<file path="src/rtl/opl3_pkg.sv">
// opl3_pkg -- shared definitions for the YMF262 (OPL3) write scheduler.
//
// Contents:
//   wr_state_t          : write-sequencer states
//   DEF_*_CYC           : default timing, in clk28 cycles
//   ym_addr()           : builds the two-bit YMF262 address {bank, a0}
//   load_val()          : converts a state length into a down-counter load
package opl3_pkg;

  typedef enum logic [2:0] {
    IDLE    = 3'd0,
    A_SETUP = 3'd1,
    A_STRB  = 3'd2,
    A_WAIT  = 3'd3,
    D_SETUP = 3'd4,
    D_STRB  = 3'd5,
    D_WAIT  = 3'd6
  } wr_state_t;

  localparam int unsigned DEF_STROBE_CYC    = 32'd4;
  localparam int unsigned DEF_ADDR_WAIT_CYC = 32'd64;  // 32 YMF262 clocks
  localparam int unsigned DEF_DATA_WAIT_CYC = 32'd64;

  // a0 = 0 selects the register-index latch, a0 = 1 the data latch.
  function automatic logic [1:0] ym_addr(input logic bank, input logic is_data);
    return {bank, is_data};
  endfunction

  // The counter is loaded with (length - 1) and the state ends when it reads zero.
  function automatic logic [7:0] load_val(input int unsigned cycles);
    return 8'(cycles - 32'd1);
  endfunction

endpackage

</file>
<file path="src/rtl/opl3_rr_arb2.sv">
// opl3_rr_arb2 -- two-requester round-robin arbiter (purely combinational).
//
// Ports:
//   req[1:0]   : active requests
//   last_grant : index of the requester granted most recently
//   grant[1:0] : one-hot grant, all-zero when nobody requests
module opl3_rr_arb2 (
  input  logic [1:0] req,
  input  logic       last_grant,
  output logic [1:0] grant
);

  // On contention the requester that was not served last wins.
  always_comb begin
    grant = 2'b00;
    case (req)
      2'b01:   grant = 2'b01;
      2'b10:   grant = 2'b10;
      2'b11:   grant = last_grant ? 2'b01 : 2'b10;
      default: grant = 2'b00;
    endcase
  end

endmodule

</file>
<file path="src/rtl/opl3_wr_sched.sv">
// opl3_wr_sched -- arbitrates two write requesters onto a YMF262 bus and
// sequences each write as address cycle, address recovery, data cycle, data
// recovery.
//
// Ports:
//   clk28, rst            : clock and synchronous active-high reset
//   req0/1                : write request (0 = host port, 1 = init sequencer),
//                           held until the matching ack
//   bank0/1, reg0/1, dat0/1 : OPL3 bank, register index and data per requester
//   ack0/1                : one-cycle acceptance pulse, same cycle as the grant
//   ym_cs_n, ym_wr_n, ym_a, ym_d, ym_d_oe : registered YMF262 bus
//   busy                  : high whenever a write is in progress
//   wr_cnt                : completed-write counter (only with
//                           OPL3_WR_SCHED_STATS_EN defined)
//
// Build option: define OPL3_WR_SCHED_STATS_EN to add the wr_cnt port.
module opl3_wr_sched
  import opl3_pkg::*;
#(
  parameter int unsigned STROBE_CYC    = DEF_STROBE_CYC,
  parameter int unsigned ADDR_WAIT_CYC = DEF_ADDR_WAIT_CYC,
  parameter int unsigned DATA_WAIT_CYC = DEF_DATA_WAIT_CYC
) (
  input  logic        clk28,
  input  logic        rst,
  input  logic        req0,
  input  logic        req1,
  input  logic        bank0,
  input  logic        bank1,
  input  logic [7:0]  reg0,
  input  logic [7:0]  reg1,
  input  logic [7:0]  dat0,
  input  logic [7:0]  dat1,
  output logic        ack0,
  output logic        ack1,
  output logic        ym_cs_n,
  output logic        ym_wr_n,
  output logic [1:0]  ym_a,
  output logic [7:0]  ym_d,
  output logic        ym_d_oe,
`ifdef OPL3_WR_SCHED_STATS_EN
  output logic [15:0] wr_cnt,
`endif
  output logic        busy
);

  localparam logic [7:0] STRB_LOAD = load_val(STROBE_CYC);
  localparam logic [7:0] AW_LOAD   = load_val(ADDR_WAIT_CYC);
  localparam logic [7:0] DW_LOAD   = load_val(DATA_WAIT_CYC);

  wr_state_t  state;
  wr_state_t  next_state;
  logic [7:0] cnt;
  logic [7:0] cnt_next;
  logic [1:0] arb_req;
  logic [1:0] grant;
  logic       last_grant;
  logic       lat_bank;
  logic [7:0] lat_dat;
  logic       sel_bank;
  logic [7:0] sel_reg;
  logic [7:0] sel_dat;
  logic       cs_next;
  logic       wr_next;
  logic       oe_next;
  logic [1:0] a_next;
  logic [7:0] d_next;

  // Requests are only considered in IDLE and never while reset is asserted.
  always_comb begin
    if ((state == IDLE) && !rst) begin
      arb_req = {req1, req0};
    end else begin
      arb_req = 2'b00;
    end
  end

  opl3_rr_arb2 u_arb (
    .req        (arb_req),
    .last_grant (last_grant),
    .grant      (grant)
  );

  assign ack0 = grant[0];
  assign ack1 = grant[1];

  // Fields of the requester being granted this cycle.
  always_comb begin
    if (grant[1]) begin
      sel_bank = bank1;
      sel_reg  = reg1;
      sel_dat  = dat1;
    end else begin
      sel_bank = bank0;
      sel_reg  = reg0;
      sel_dat  = dat0;
    end
  end

  // Next state and shared down-counter; the counter is reloaded on each state entry.
  always_comb begin
    next_state = state;
    cnt_next   = cnt;
    case (state)
      IDLE: begin
        if (|grant) begin
          next_state = A_SETUP;
          cnt_next   = 8'd0;
        end else begin
          next_state = IDLE;
          cnt_next   = 8'd0;
        end
      end
      A_SETUP: begin
        next_state = A_STRB;
        cnt_next   = STRB_LOAD;
      end
      A_STRB: begin
        if (cnt == 8'd0) begin
          next_state = A_WAIT;
          cnt_next   = AW_LOAD;
        end else begin
          next_state = A_STRB;
          cnt_next   = cnt - 8'd1;
        end
      end
      A_WAIT: begin
        if (cnt == 8'd0) begin
          next_state = D_SETUP;
          cnt_next   = 8'd0;
        end else begin
          next_state = A_WAIT;
          cnt_next   = cnt - 8'd1;
        end
      end
      D_SETUP: begin
        next_state = D_STRB;
        cnt_next   = STRB_LOAD;
      end
      D_STRB: begin
        if (cnt == 8'd0) begin
          next_state = D_WAIT;
          cnt_next   = DW_LOAD;
        end else begin
          next_state = D_STRB;
          cnt_next   = cnt - 8'd1;
        end
      end
      D_WAIT: begin
        if (cnt == 8'd0) begin
          next_state = IDLE;
          cnt_next   = 8'd0;
        end else begin
          next_state = D_WAIT;
          cnt_next   = cnt - 8'd1;
        end
      end
      default: begin
        next_state = IDLE;
        cnt_next   = 8'd0;
      end
    endcase
  end

  // Bus values for the state being entered. ym_a/ym_d only load on SETUP
  // entry and otherwise hold, so they cannot move during a strobe.
  always_comb begin
    cs_next = 1'b1;
    wr_next = 1'b1;
    oe_next = 1'b0;
    a_next  = ym_a;
    d_next  = ym_d;
    case (next_state)
      A_SETUP: begin
        cs_next = 1'b0;
        oe_next = 1'b1;
        a_next  = ym_addr(sel_bank, 1'b0);
        d_next  = sel_reg;
      end
      A_STRB: begin
        cs_next = 1'b0;
        wr_next = 1'b0;
        oe_next = 1'b1;
      end
      D_SETUP: begin
        cs_next = 1'b0;
        oe_next = 1'b1;
        a_next  = ym_addr(lat_bank, 1'b1);
        d_next  = lat_dat;
      end
      D_STRB: begin
        cs_next = 1'b0;
        wr_next = 1'b0;
        oe_next = 1'b1;
      end
      default: begin
        cs_next = 1'b1;
        wr_next = 1'b1;
        oe_next = 1'b0;
      end
    endcase
  end

  // State, counter, latched request and registered bus outputs.
  // last_grant resets to 1 so requester 0 wins the first contention.
  always_ff @(posedge clk28) begin
    if (rst) begin
      state      <= IDLE;
      cnt        <= 8'd0;
      busy       <= 1'b0;
      last_grant <= 1'b1;
      lat_bank   <= 1'b0;
      lat_dat    <= 8'd0;
      ym_cs_n    <= 1'b1;
      ym_wr_n    <= 1'b1;
      ym_d_oe    <= 1'b0;
      ym_a       <= 2'd0;
      ym_d       <= 8'd0;
    end else begin
      state   <= next_state;
      cnt     <= cnt_next;
      busy    <= (next_state != IDLE);
      ym_cs_n <= cs_next;
      ym_wr_n <= wr_next;
      ym_d_oe <= oe_next;
      ym_a    <= a_next;
      ym_d    <= d_next;
      if (|grant) begin
        last_grant <= grant[1];
        lat_bank   <= sel_bank;
        lat_dat    <= sel_dat;
      end else begin
        last_grant <= last_grant;
        lat_bank   <= lat_bank;
        lat_dat    <= lat_dat;
      end
    end
  end

`ifdef OPL3_WR_SCHED_STATS_EN
  // Counts writes whose data strobe completed (entry into D_WAIT).
  always_ff @(posedge clk28) begin
    if (rst) begin
      wr_cnt <= 16'd0;
    end else if ((next_state == D_WAIT) && (state != D_WAIT)) begin
      wr_cnt <= wr_cnt + 16'd1;
    end else begin
      wr_cnt <= wr_cnt;
    end
  end
`endif

endmodule

</file>
<file path="config.mk">
export PLATFORM = sky130hd
export DESIGN_NAME = opl3_wr_sched
export DESIGN_NICKNAME = d
export VERILOG_FILES = /design/src/rtl/opl3_pkg.sv /design/src/rtl/opl3_rr_arb2.sv /design/src/rtl/opl3_wr_sched.sv
export SDC_FILE = /design/constraint.sdc
export NUM_CORES = 1
export LEC_CHECK = 0
export CAP_MARGIN = 10
export CELL_PAD_IN_SITES_DETAIL_PLACEMENT = 1
export CELL_PAD_IN_SITES_GLOBAL_PLACEMENT = 1
export CORE_UTILIZATION = 31
export CTS_CLUSTER_SIZE = 10
export DETAILED_ROUTE_END_ITERATION = 16
export PLACE_DENSITY = 0.78
export SKIP_LAST_GASP = 1
export SLEW_MARGIN = 10
export SYNTH_ARGS = -nofsm -noshare
export SYNTH_HDL_FRONTEND = slang
export SYNTH_SLANG_ARGS = --single-unit
</file>
<file path="constraint.sdc">
create_clock -name clk28 -period 1.7 [get_ports clk28]
set_clock_uncertainty 0.15 [all_clocks]
set_input_delay 0.255 -clock clk28 [delete_from_list [all_inputs] [get_ports clk28]]
set_output_delay 0.255 -clock clk28 [all_outputs]
set_load 0.05 [all_outputs]
</file>
# Word-level counts from Yosys, hierarchy flattened
# Cells that the tools add are included.
# W data, S select, Z words.
# word_totals
register_bits	35
inputBits	38
output_inout_bits	16
elab_cells	57
# classes
addsub	1
n_eq_ne	13
mux	20
reduce_logical	12
# op_table
operator	n
$mux W8	4
$pmux W8 S3	1
$pmux W3 S7	1
$pmux W8 S2	1
$eq A3 B3 Y1 const B	5
$reduce_or A2 Y1	5
$eq A3 B2 Y1 const B	3
$logic_not A8 Y1	1
$sub A8 B1 Y8 const B	1
$eq A3 B1 Y1 const B	2
$mux W1	6
$mux W2	3
$mux W3	2
$pmux W2 S3	1
$eq A2 B2 Y1 const B	2
$pmux W2 S2	1
$reduce_or A4 Y1	1
$logic_not A3 Y1	1
$reduce_bool A3 Y1	1
$eq A2 B1 Y1 const B	1
$reduce_bool A2 Y1	1
$logic_and A1 B1 Y1	1
$logic_not A1 Y1	1

# Longest topological paths before layout
# Gate-level depths: netlist of the first run.
# logic_depth
ltp_word	11
depth_mapped	7
mapped_depth_nobuf	6

# Cells and area by module
# Synthesis of the first run repeated with hierarchy kept, for this count alone.
# unflattened
hier_cells	208
hier_area_um2	1841.8
# modules_own_cells
module	instances	cells_each	area_each_um2	seq_area_each_um2
opl3_wr_sched	1	205	1823.0	700.7
opl3_rr_arb2	1	3	18.8	0.0

# Least setup slack after synthesis of the first run
# No wires, ideal clock.
# synth_timing
path_type	register to output
startpoint	register state[0]
endpoint	output ack0
t_arrival_ns	2.065
required_ns	1.295
path_slack_ns	-0.770
stages_incl_launch_ff	4
n_path_buf	1
cell_sequence	dfxtp_1 > buf_6 > or4_4 > nor3_1
# synth_between
elab_chain_cells	5
elab_cells_between_ends	7
classes_between	eq/ne: 3; mux: 2; reduce/logical: 2
# synth_lines
element	line_no	text
start: declaration	opl3_wr_sched.sv:51	wr_state_t state;
start signal: assignment	opl3_wr_sched.sv:220	state <= next_state;
$logic_not A3 Y1 (*)	opl3_wr_sched.sv:71	if ((state == IDLE) && !rst) begin
$logic_and A1 B1 Y1 (*)	opl3_wr_sched.sv:71	
$mux W2 (*)	opl3_wr_sched.sv:71	
$eq A2 B2 Y1 / $eq A2 B1 Y1 (equally long branches)	opl3_rr_arb2.sv:16	case (req)
$pmux W2 S3 (*)	opl3_rr_arb2.sv:16	
end: declaration	opl3_wr_sched.sv:34	output logic ack0,
# Mark *: on every way between the ends. The rest lies on a longest branch, timed or not.

# Worst setup path in the final report of the first run
# layout_timing
startpoint	register state[2]
endpoint	output ack1
# layout_between
elab_chain_cells	5
elab_cells_between_ends	7
classes_between	eq/ne: 3; mux: 2; reduce/logical: 2
# layout_lines
element	line_no	text
$logic_not A3 Y1 (*)	opl3_wr_sched.sv:71	
$logic_and A1 B1 Y1 (*)	opl3_wr_sched.sv:71	
$mux W2 (*)	opl3_wr_sched.sv:71	
$eq A2 B2 Y1 / $eq A2 B1 Y1 (equally long branches)	opl3_rr_arb2.sv:16	
$pmux W2 S3 (*)	opl3_rr_arb2.sv:16	
end: declaration	opl3_wr_sched.sv:35	output logic ack1,
# Marks and branches as above.

==> results.cfg, run 1 <==
[clocking]
cts_tree = yes
clk_pin_slew_ps = 70
clockRootBuffer = clkbuf_8
cts_hold_buffers = 0
h-tree-depth = 2
clk_path_buf_depth = 2
cts.sinks = 35
cts_buffers = 5
clock_latency_ps = 290

[grt]
grt_pass1_wl_um = 10820
track_usage_pct = 23.20
grt_max_degree = 19
use_met1_pct = 27.17
busiest_layer = met2
grt_pass1_vias = 2099
globalRouteMet3Util_pct = 4.070
gr-total-overflow = 0
antenna_found_initial = 0
grt_use_met2_pct = 40.88

[synth]
syn-instance-count = 192
ys_warn_count = 0
syn_area_per_cell_sq_um = 9.332
netlist_area_sq_um = 1792
synth_seq_cells = 35
ys.flop_type = dfxtp_1
synth-async-reset-ratio_pct = 0
synth-edff-count = 0
synth.distinct_cells = 46
synth_nets = 232
seq_area_frac_synth_pct = 39.11

[power]
p_clk_share_pct = 10.6
combPwrFrac_pct = 68.1
irDropWorstVdd_mv = 1.082
internal_power_uw = 3333
switchingPower_uw = 2569
p_sw_share_pct = 43.53
p_leak_uw = 0.001265
power_uw = 5901
seqPwrFrac_pct = 21.2
power_density_nw_per_um2 = 1927

[min_path]
hold_class = flip-flop to flip-flop

[placed_design]
place.gp.congestion = 0.7713
dp_cells = 338
port_buffers = 53
dp.final_hpwl_um = 4082
dpl_worst_slack_ps = -586.9

[routing]
drt_iter0_drc = 92
wl_per_cell_um = 19.51
vias = 1974
vias_per_cell = 5.483
wirelength_um = 7023
postRouteAntennaNets = 0
first_pass_iters = 4
drc = 0

[layout]
post_route_cells_drive_above_1_share_pct = 43.40
area_growth_pct = 70.95
layout.nets = 328
final_core_util_pct = 55.28
n_antenna_cell = 0
final_cells = 360

[worst_setup_path]
r2r_cells = 8
r2r_slack_ps = -310
crit_type = flip-flop to output port
regToRegStartpoint = state[2]
crit_required_ps = 1290
worstPathArrival_ps = 1660
crit_path_start = state[2]
r2r-end = ym_d[5]
critPathCaptureType = output port
endpoint = ack1
start_kind = flip-flop
crit_fanout = 2

[timing]
slew_headroom_pct = 61.99
rsz0062_at_grt = true
finalHoldViolCount = 0
finalSetupViolCount = 33
period_needed_ps = 2068
fin_crit_sh_pct = 121.7
slew_violations = 0
worst_slew_pin_slew_ps = 567.6
max_freq_mhz = 483.5
fin_ws_ps = -368.3

[run_status]
violations = negative setup slack
outcome = finished, violations left

[floorplan]
coreArea_sq_um = 5540
start_util_pct = 32.34
placement_rows = 27
die_x_um = 78.03
die_h_um = 78.03
io_pins = 54
fp.dieArea_sq_um = 6088

[flow_run]
max_cap_viol_count = 0
==> layout make-up <==
class	instances	area, sq um
clock inverters	1	5.005
clock buffers	6	82.58
fillers	619	2477
well taps	72	90.09
flip-flops and latches	35	705.7
inverters	6	26.28
multi-input cells	136	1176
repair buffers	104	977.2
==> metal layers <==
metal	vias to the layer above	share of wire, %
met5	-	0
met4	0	3.8
met3	20	2.9
met2	55	51
met1	982	42
li1	917	-
==> synthesized netlist by cell type (2+ instances only) <==
cell type | instances | area, sq um
a211oi_1 | 10 | 75.07
a21oi_1 | 9 | 45.04
a22o_1 | 9 | 78.83
a2bb2oi_1 | 6 | 52.55
a2bb2oi_2 | 3 | 45.04
and2_1 | 3 | 18.77
buf_2 | 2 | 10.01
buf_6 | 4 | 45.04
clkbuf_1 | 8 | 30.03
dfxtp_1 | 35 | 700.7
ha_1 | 2 | 25.02
inv_1 | 6 | 22.52
mux2i_1 | 10 | 100.1
nand2_1 | 7 | 26.28
nand4_1 | 3 | 18.77
nor2_1 | 21 | 78.83
nor3_1 | 7 | 35.03
o21ai_0 | 7 | 35.03
o31ai_1 | 2 | 15.01
o32ai_1 | 9 | 78.83
xnor2_1 | 3 | 26.28
xor2_1 | 2 | 17.52
==> cell families after synthesis <==
| kind of cell | share of synthesized area, % |
|---|---|
| AOI/OAI and AO/OA | 29.61 |
| xor gates and xnor gates | 2.445 |
| adders and majority gates | 1.396 |
| buffers and inverters | 6.425 |
| DFF | 39.11 |
| muxes | 5.587 |
| and+or+nand+nor | 15.43 |
==> power groups by stage <==
stage | logic, uW | clock network (uW) | registers (uW)
2_1_floorplan | 1530 | 0 | 1620
3_3_place_gp | 2860 | 0 | 1230
3_5_place_dp | 2960 | 0 | 1240
6_report | 4020 | 628 | 1250
4_1_cts | 3630 | 632 | 1230
5_1_grt | 4260 | 680 | 1280
==> flip-flops by register name, summed over array words and instances (netlist names) <==
register / flops
lat_dat: 8
ym_d_oe: 1
last_grant: 1
state: 3
ym_wr_n: 1
ym_d: 8
busy: 1
cnt: 8
ym_a: 2
lat_bank: 1
ym_cs_n: 1
==> cell usage in the layout (no fill, tap or decap), types with 2 or more instances in the layout <==
cell and n:
dfxtp_1 31, nor3_1 5, clkbuf_8 6, buf_4 53, a21oi_1 9, inv_2 2
xnor2_1 3, mux2i_1 9, and2_4 2, buf_6 7, nand4_1 3, buf_8 2
nor2_1 17, clkdlybuf4s50_1 37, o32ai_1 9, a211oi_1 4, nor3_4 2, a22o_1 9
buf_12 5, dfxtp_2 4, a211oi_2 7, xor2_1 2, o21ai_2 4, o21ai_1 2
nor2_4 4, a2bb2oi_2 9, inv_1 3, nor2_2 2, nand2_1 6
==> per-stage QoR <==
stage | TNS, ps | hold WS (ps) | area (sq um)
floorplan | -2326 | 289.0 | 1847
global placement | -9266 | 310.7 | 2651
detailed placement | -10720 | 318.8 | 2651
CTS | -6011 | 335.3 | 2958
global route | -8658 | 373.4 | 3063
finish | -6546 | 334.9 | 3063
==> worst max-delay path, cell delays in order (launching register included) <==
cell	delay, ps
dfxtp_2	320
or4_4	540
or2_4	300
clkinvlp_4	90
buf_12	130
==> how the worst min path moves through the flow <==
stage	start	end	cells past startpoint
2_1_floorplan	cnt[0]	cnt[0]	1
3_3_place_gp	lat_dat[0]	ym_d[0]	1
3_5_place_dp	lat_dat[2]	ym_d[2]	1
4_1_cts	lat_dat[2]	ym_d[2]	1
5_1_grt	lat_dat[6]	ym_d[6]	1
6_report	lat_dat[3]	ym_d[3]	1
==> repair_timing <==
item	CTS	global route
gates cloned	2	0
pin swaps	10	17
endpoints found under the hold margin	0	0
endpoints found under the setup margin	33	36
resized for setup	28	25
buffers inserted	12	4
(Power assumes the default switching activity.)
==> inputs of run 2 (changes only) <==
Settings changed: ABC_AREA set to 1, CTS_CLUSTER_SIZE 10 to 30, PLACE_DENSITY 0.78 to 0.8, SETUP_SLACK_MARGIN set to 0.3.
==> run 2 against run 1 <==
  * The run still ends with negative setup slack left
  * Sequential power hardly changed
  * Clock power is 0.8% lower
  * Highest routed layer unchanged
  * Largest power group unchanged
  * Die area is 9.8% higher
  * Power is 4.7% lower
  * Combinational power is 6.2% lower
  * First-iteration DRC count is 24% higher
  * Synthesized cell count is 42% higher
  * Largest cell class unchanged
==> results.cfg, run 2 <==
[synth]
synth_seq_cells = 35
synth-async-reset-ratio_pct = 0
synth.distinct_cells = 35
seq_area_frac_synth_pct = 35.53
synth_top_area_cell = dfxtp_1
yosysTopAreaCellShare_pct = 35.53
syn-instance-count = 272
syn_area_per_cell_sq_um = 7.250
ys.flop_type = dfxtp_1
synth-edff-count = 0
synth_nets = 312
netlist_area_sq_um = 1972
yosysMostFrequentCell = nand2_1
synth.top_cells.by_count = 62 x nand2_1, 46 x inv_1, 35 x dfxtp_1, 22 x nand3_1, 17 x o211ai_1
ys_warn_count = 0
yosys-top-cells-area = dfxtp_1 36%, nand2_1 12%, inv_1 8.8%

[routing]
wirelength_um = 9237
postRouteAntennaNets = 0
wl_per_cell_um = 20.39
vias = 2325
first_pass_iters = 4
drt_iter0_drc = 114
drc = 0
vias_per_cell = 5.132

[timing]
fin_ws_ps = -260.2
worst_slew_pin_slew_ps = 449.3
finalSetupViolCount = 28
finalHoldViolCount = 0
slew_headroom_pct = 70.05
max_freq_mhz = 510.1
fin_crit_sh_pct = 115.3
slew_violations = 0
rsz0062_at_grt = true
period_needed_ps = 1960

[clocking]
clk_path_buf_depth = 2
cts_tree = yes
clock_latency_ps = 300
cts.sinks = 35
h-tree-depth = 2
cts_buffers = 5
clockRootBuffer = clkbuf_8
clk_pin_slew_ps = 80
cts_hold_buffers = 0

[worst_setup_path]
critPathCaptureType = flip-flop
crit_required_ps = 1740
cp_slowest_cell = dfxtp_4
worstPathArrival_ps = 2000
crit_fanout = 6
start_kind = flip-flop
path_cells = nor2_4, buf_6, buf_6, nand4_4, or2_4, o211ai_1, nand3_1, nand2_1, inv_1
cpMostUsedCell = buf_6
crit_type = flip-flop to flip-flop
r2r_cells = 9
slowest_delay_ps = 370

[placed_design]
port_buffers = 53
dp_cells = 407
dpl_worst_slack_ps = -345.5
dp.final_hpwl_um = 4164
place.gp.congestion = 0.7714

[run_status]
violations = negative setup slack
outcome = finished, violations left

[power]
p_leak_uw = 0.001727
power_density_nw_per_um2 = 1585
irDropWorstVdd_mv = 0.8852

[floorplan]
fp.dieArea_sq_um = 6684
io_pins = 54
die_h_um = 81.76
start_util_pct = 32.72
die_x_um = 81.76
coreArea_sq_um = 6026
placement_rows = 28

[layout]
final_cells = 453
final_common_cell = nand2_1
n_antenna_cell = 0
final_cell_mix = 45 x nand2_1, 42 x buf_4, 38 x inv_1, 34 x clkdlybuf4s50_1, 26 x dfxtp_1
layout.nets = 417
area_growth_pct = 80.01
top_regs = cnt (8), lat_dat (8), ym_d (8)
post_route_cells_drive_above_1_share_pct = 43.65
final_core_util_pct = 58.91

[flow_run]
max_cap_viol_count = 0

[min_path]
hold_class = flip-flop to flip-flop
min_path_cells = 2

[grt]
grt_max_degree = 18
track_usage_pct = 23.99
antenna_found_initial = 0
grt_pass1_vias = 2277
gr-total-overflow = 0
grt_pass1_wl_um = 11740
-- run 2: path summary, 6_finish.rpt --
check / startpoint / end / slack (ps)
max reg2reg: state[1] / ym_d[0] / -260
min: lat_dat[5] / lat_dat[5] / 390
min reg2reg: lat_dat[5] / lat_dat[5] / 390
max: state[1] / ym_d[0] / -260
-- run 2: through the flow --
| step | cell area, sq um | setup TNS (ps) | power (uW) | hold WS, ps |
|---|---|---|---|---|
| floorplan | 2047 | 0 | 2818 | 254.7 |
| global placement | 2698 | -5743 | 3418 | 337.0 |
| detailed placement | 2698 | -6773 | 3481 | 352.4 |
| CTS | 3222 | -308.3 | 4851 | 372.9 |
| global route | 3550 | -5898 | 5887 | 414.1 |
| finish | 3550 | -4349 | 5625 | 385.5 |
-- run 2: cell families (layout without fill, tap and decap cells) --
kind of cell | after synthesis | after routing | share of synthesized area (%)
buffers and inverters | 57 | 161 | 13.13
AO/OA/AOI/OAI | 43 | 43 | 13.64
AND/OR/NAND/NOR | 131 | 133 | 34.65
flip-flops | 35 | 35 | 35.53
XOR/XNOR | 4 | 4 | 1.777
adder cells (fa/ha/maj) | 2 | 2 | 1.269
-- run 2: what timing repair did --
| item | in CTS | in global routing |
|---|---|---|
| gates resized for setup | 57 | 46 |
| pin swaps | 19 | 18 |
| gates cloned | 2 | 1 |
| endpoints found under the setup margin | 37 | 37 |
| buffers inserted | 21 | 14 |
-- run 2: final cells by class --
class / count / area, sq um
fillers: 709 / 2476
inverters: 50 / 217.7
well taps: 75 / 93.84
clock buffers: 6 / 72.57
repair buffers: 103 / 1054
flip-flops and latches: 35 / 719.4
clock inverters: 2 / 12.51
multi-input cells: 182 / 1380
-- run 2: power breakdown --
part	internal (uW)	switching [uW]
Sequential	1050	176
Combinational	1610	2160
Clock	287	336
Total	2950	2680
-- run 2: worst max-delay path, delay by kind of cell (launching register included) --
kind	cells	cell delay (ps)
compound gates	1	120
simple gates	5	910
flops	1	370
buf+inv	3	280
-- run 2: metal layers --
| layer | global-route usage, % | part of all wire, % | vias to the layer above |
|---|---|---|---|
| li1 | - | - | 1089 |
| met1 | 28.73 | 43 | 1142 |
| met2 | 41.32 | 50 | 69 |
| met3 | 4.000 | 3.4 | 25 |
| met4 | 11.40 | 3.6 | 0 |
| met5 | 0 | 0 | - |
==> inputs of run 3 (changes only) <==
Settings changed: PLACE_DENSITY 0.8 to 0.89, SETUP_SLACK_MARGIN 0.3 to not set.
==> run 3 against run 2 <==
  * Via count is 6.1% lower
  * Sequential share of layout area increased by 2.9 points
  * Critical endpoint is now cnt[1]
  * Setup slack better by 180 ps
  * Final area decreased by 14%
  * Non-clock buffer count shrank 16
  * First-iteration DRC count shrank 32%
  * Global-route usage decreased by 1.2 points
  * Critical path type unchanged
  * The run still ends with negative setup slack left
==> results.cfg, run 3 (same netlist as run 2, synthesis figures left out) <==
[floorplan]
placement_rows = 28
start_util_pct = 32.72
die_h_um = 81.76
coreArea_sq_um = 6026
fp.dieArea_sq_um = 6684
io_pins = 54
die_x_um = 81.76

[routing]
drc = 0
postRouteAntennaNets = 0
vias_per_cell = 5.007
wirelength_um = 7569
wl_per_cell_um = 17.36
vias = 2183
first_pass_iters = 4
drt_iter0_drc = 78

[clocking]
cts_buffers = 5
cts.sinks = 35
clk_pin_slew_ps = 70
h-tree-depth = 2
cts_hold_buffers = 0
cts_tree = yes
clk_path_buf_depth = 2
clock_latency_ps = 300
clockRootBuffer = clkbuf_8

[grt]
gr-total-overflow = 0
antenna_found_initial = 0
track_usage_pct = 22.77
grt_pass1_wl_um = 11280
grt_max_degree = 25
grt_pass1_vias = 2337

[layout]
area_growth_pct = 55.27
multi_input_area_sq_um = 1149
final_cell_mix = 55 x nand2_1, 42 x inv_1, 40 x buf_4, 34 x clkdlybuf4s50_1, 31 x dfxtp_1
final_area_sq_um = 3062
n_fill_cell = 747
top_regs = cnt (8), lat_dat (8), ym_d (8)
final_cells = 436
n_antenna_cell = 0
seqCellArea_sq_um = 710.7
layout.nets = 400
final_common_cell = nand2_1
post_route_cells_drive_above_1_share_pct = 32.41

[worst_setup_path]
crit_type = flip-flop to flip-flop
critPathCaptureType = flip-flop
path_cells = buf_4, inv_1, nor3_2, nor3_1, nor2_2, o21ai_4, o21ai_1
r2r-end = cnt[1]
r2r_slack_ps = -80
endpoint = cnt[1]
crit_path_start = state[2]
start_kind = flip-flop
cp_slowest_cell = dfxtp_4
r2r_cells = 7
crit_fanout = 6
worstPathArrival_ps = 1850
regToRegStartpoint = state[2]
crit_required_ps = 1770
slowest_delay_ps = 370

[placed_design]
place.gp.congestion = 0.8229
dp_cells = 412
dp.final_hpwl_um = 4626
place_area_sq_um = 2710
port_buffers = 53
dpl_worst_slack_ps = -332.3

[timing]
slew_headroom_pct = 71.82
period_needed_ps = 1782
worst_slew_pin_slew_ps = 422.6
fin_ws_ps = -81.68
slew_violations = 0
tns_ps = -406.1
finalHoldViolCount = 0
finalSetupViolCount = 10
rsz0062_at_grt = true
max_freq_mhz = 561.3
fin_crit_sh_pct = 104.8

[flow_run]
max_cap_viol_count = 0

[power]
switchingPower_uw = 2240
internal_power_uw = 2493
irDropWorstVdd_mv = 0.7320
seqPwrFrac_pct = 25.4
p_clk_share_pct = 12.8
power_uw = 4733
p_leak_uw = 0.001541
power_density_nw_per_um2 = 1546
p_sw_share_pct = 47.33
combPwrFrac_pct = 61.9

[run_status]
violations = negative setup slack
outcome = finished, violations left

[min_path]
hold_class = flip-flop to flip-flop
==> run 3: worst max-delay path: cells and delay by family (launching register included) <==
| family | cells | cell delay (ps) |
|---|---|---|
| AO/OA/AOI/OAI | 2 | 320 |
| AND/OR/NAND/NOR | 3 | 640 |
| flip-flops | 1 | 370 |
| buffers and inverters | 2 | 220 |
==> run 3: power by group through the flow <==
stage / Combinational (uW) / Sequential, uW / Clock [uW]
after CTS: 2560 / 1170 / 608
after global placement: 2230 / 1180 / 0
final: 2930 / 1200 / 605
after floorplan: 1230 / 1500 / 0
after global routing: 3130 / 1220 / 660
after detailed placement: 2330 / 1180 / 0
==> run 3: worst min path at each step <==
stage | slack, ps | start | end | cells past startpoint
4_1_cts | 370 | lat_dat[0] | lat_dat[0] | 2
6_report | 380 | lat_dat[6] | lat_dat[6] | 2
2_1_floorplan | 250 | rst | ym_a[0] | 2
3_3_place_gp | 330 | lat_dat[7] | lat_dat[7] | 2
5_1_grt | 410 | lat_dat[3] | lat_dat[3] | 2
3_5_place_dp | 350 | lat_dat[0] | lat_dat[0] | 2
==> run 3: cell type report <==
cell class                      count  share of cell area, %
Clock buffer                        7                  2.493
Inverter                           50                  6.253
Sequential cell                    35                  23.21
Multi-Input combinational cell    181                  37.52
Clock inverter                      1                 0.1635
Timing Repair Buffer               87                  27.30
Tap cell                           75                  3.065
==> run 3: per-stage QoR <==
stage	utilization, %	hold slack (ps)
4_1_cts	48.50	368.1
3_5_place_dp	44.98	350.0
6_report	50.81	378.8
5_1_grt	50.81	410.5
3_3_place_gp	44.98	331.0
2_1_floorplan	-	254.7
==> run 3: layer usage <==
layer,track usage [%],vias up,wire (um)
met1,25.50,1058,3163
met4,11.40,0,206
met3,5.778,21,373
li1,-,1042,-
met2,39.67,62,3826
met5,0,-,0
==> run 3: repair_timing <==
action | CTS | global route
resized for setup | 17 | 30
pin swaps | 11 | 15
endpoints found under the setup margin | 14 | 30
cloned | 0 | 1
setup buffers | 12 | 3
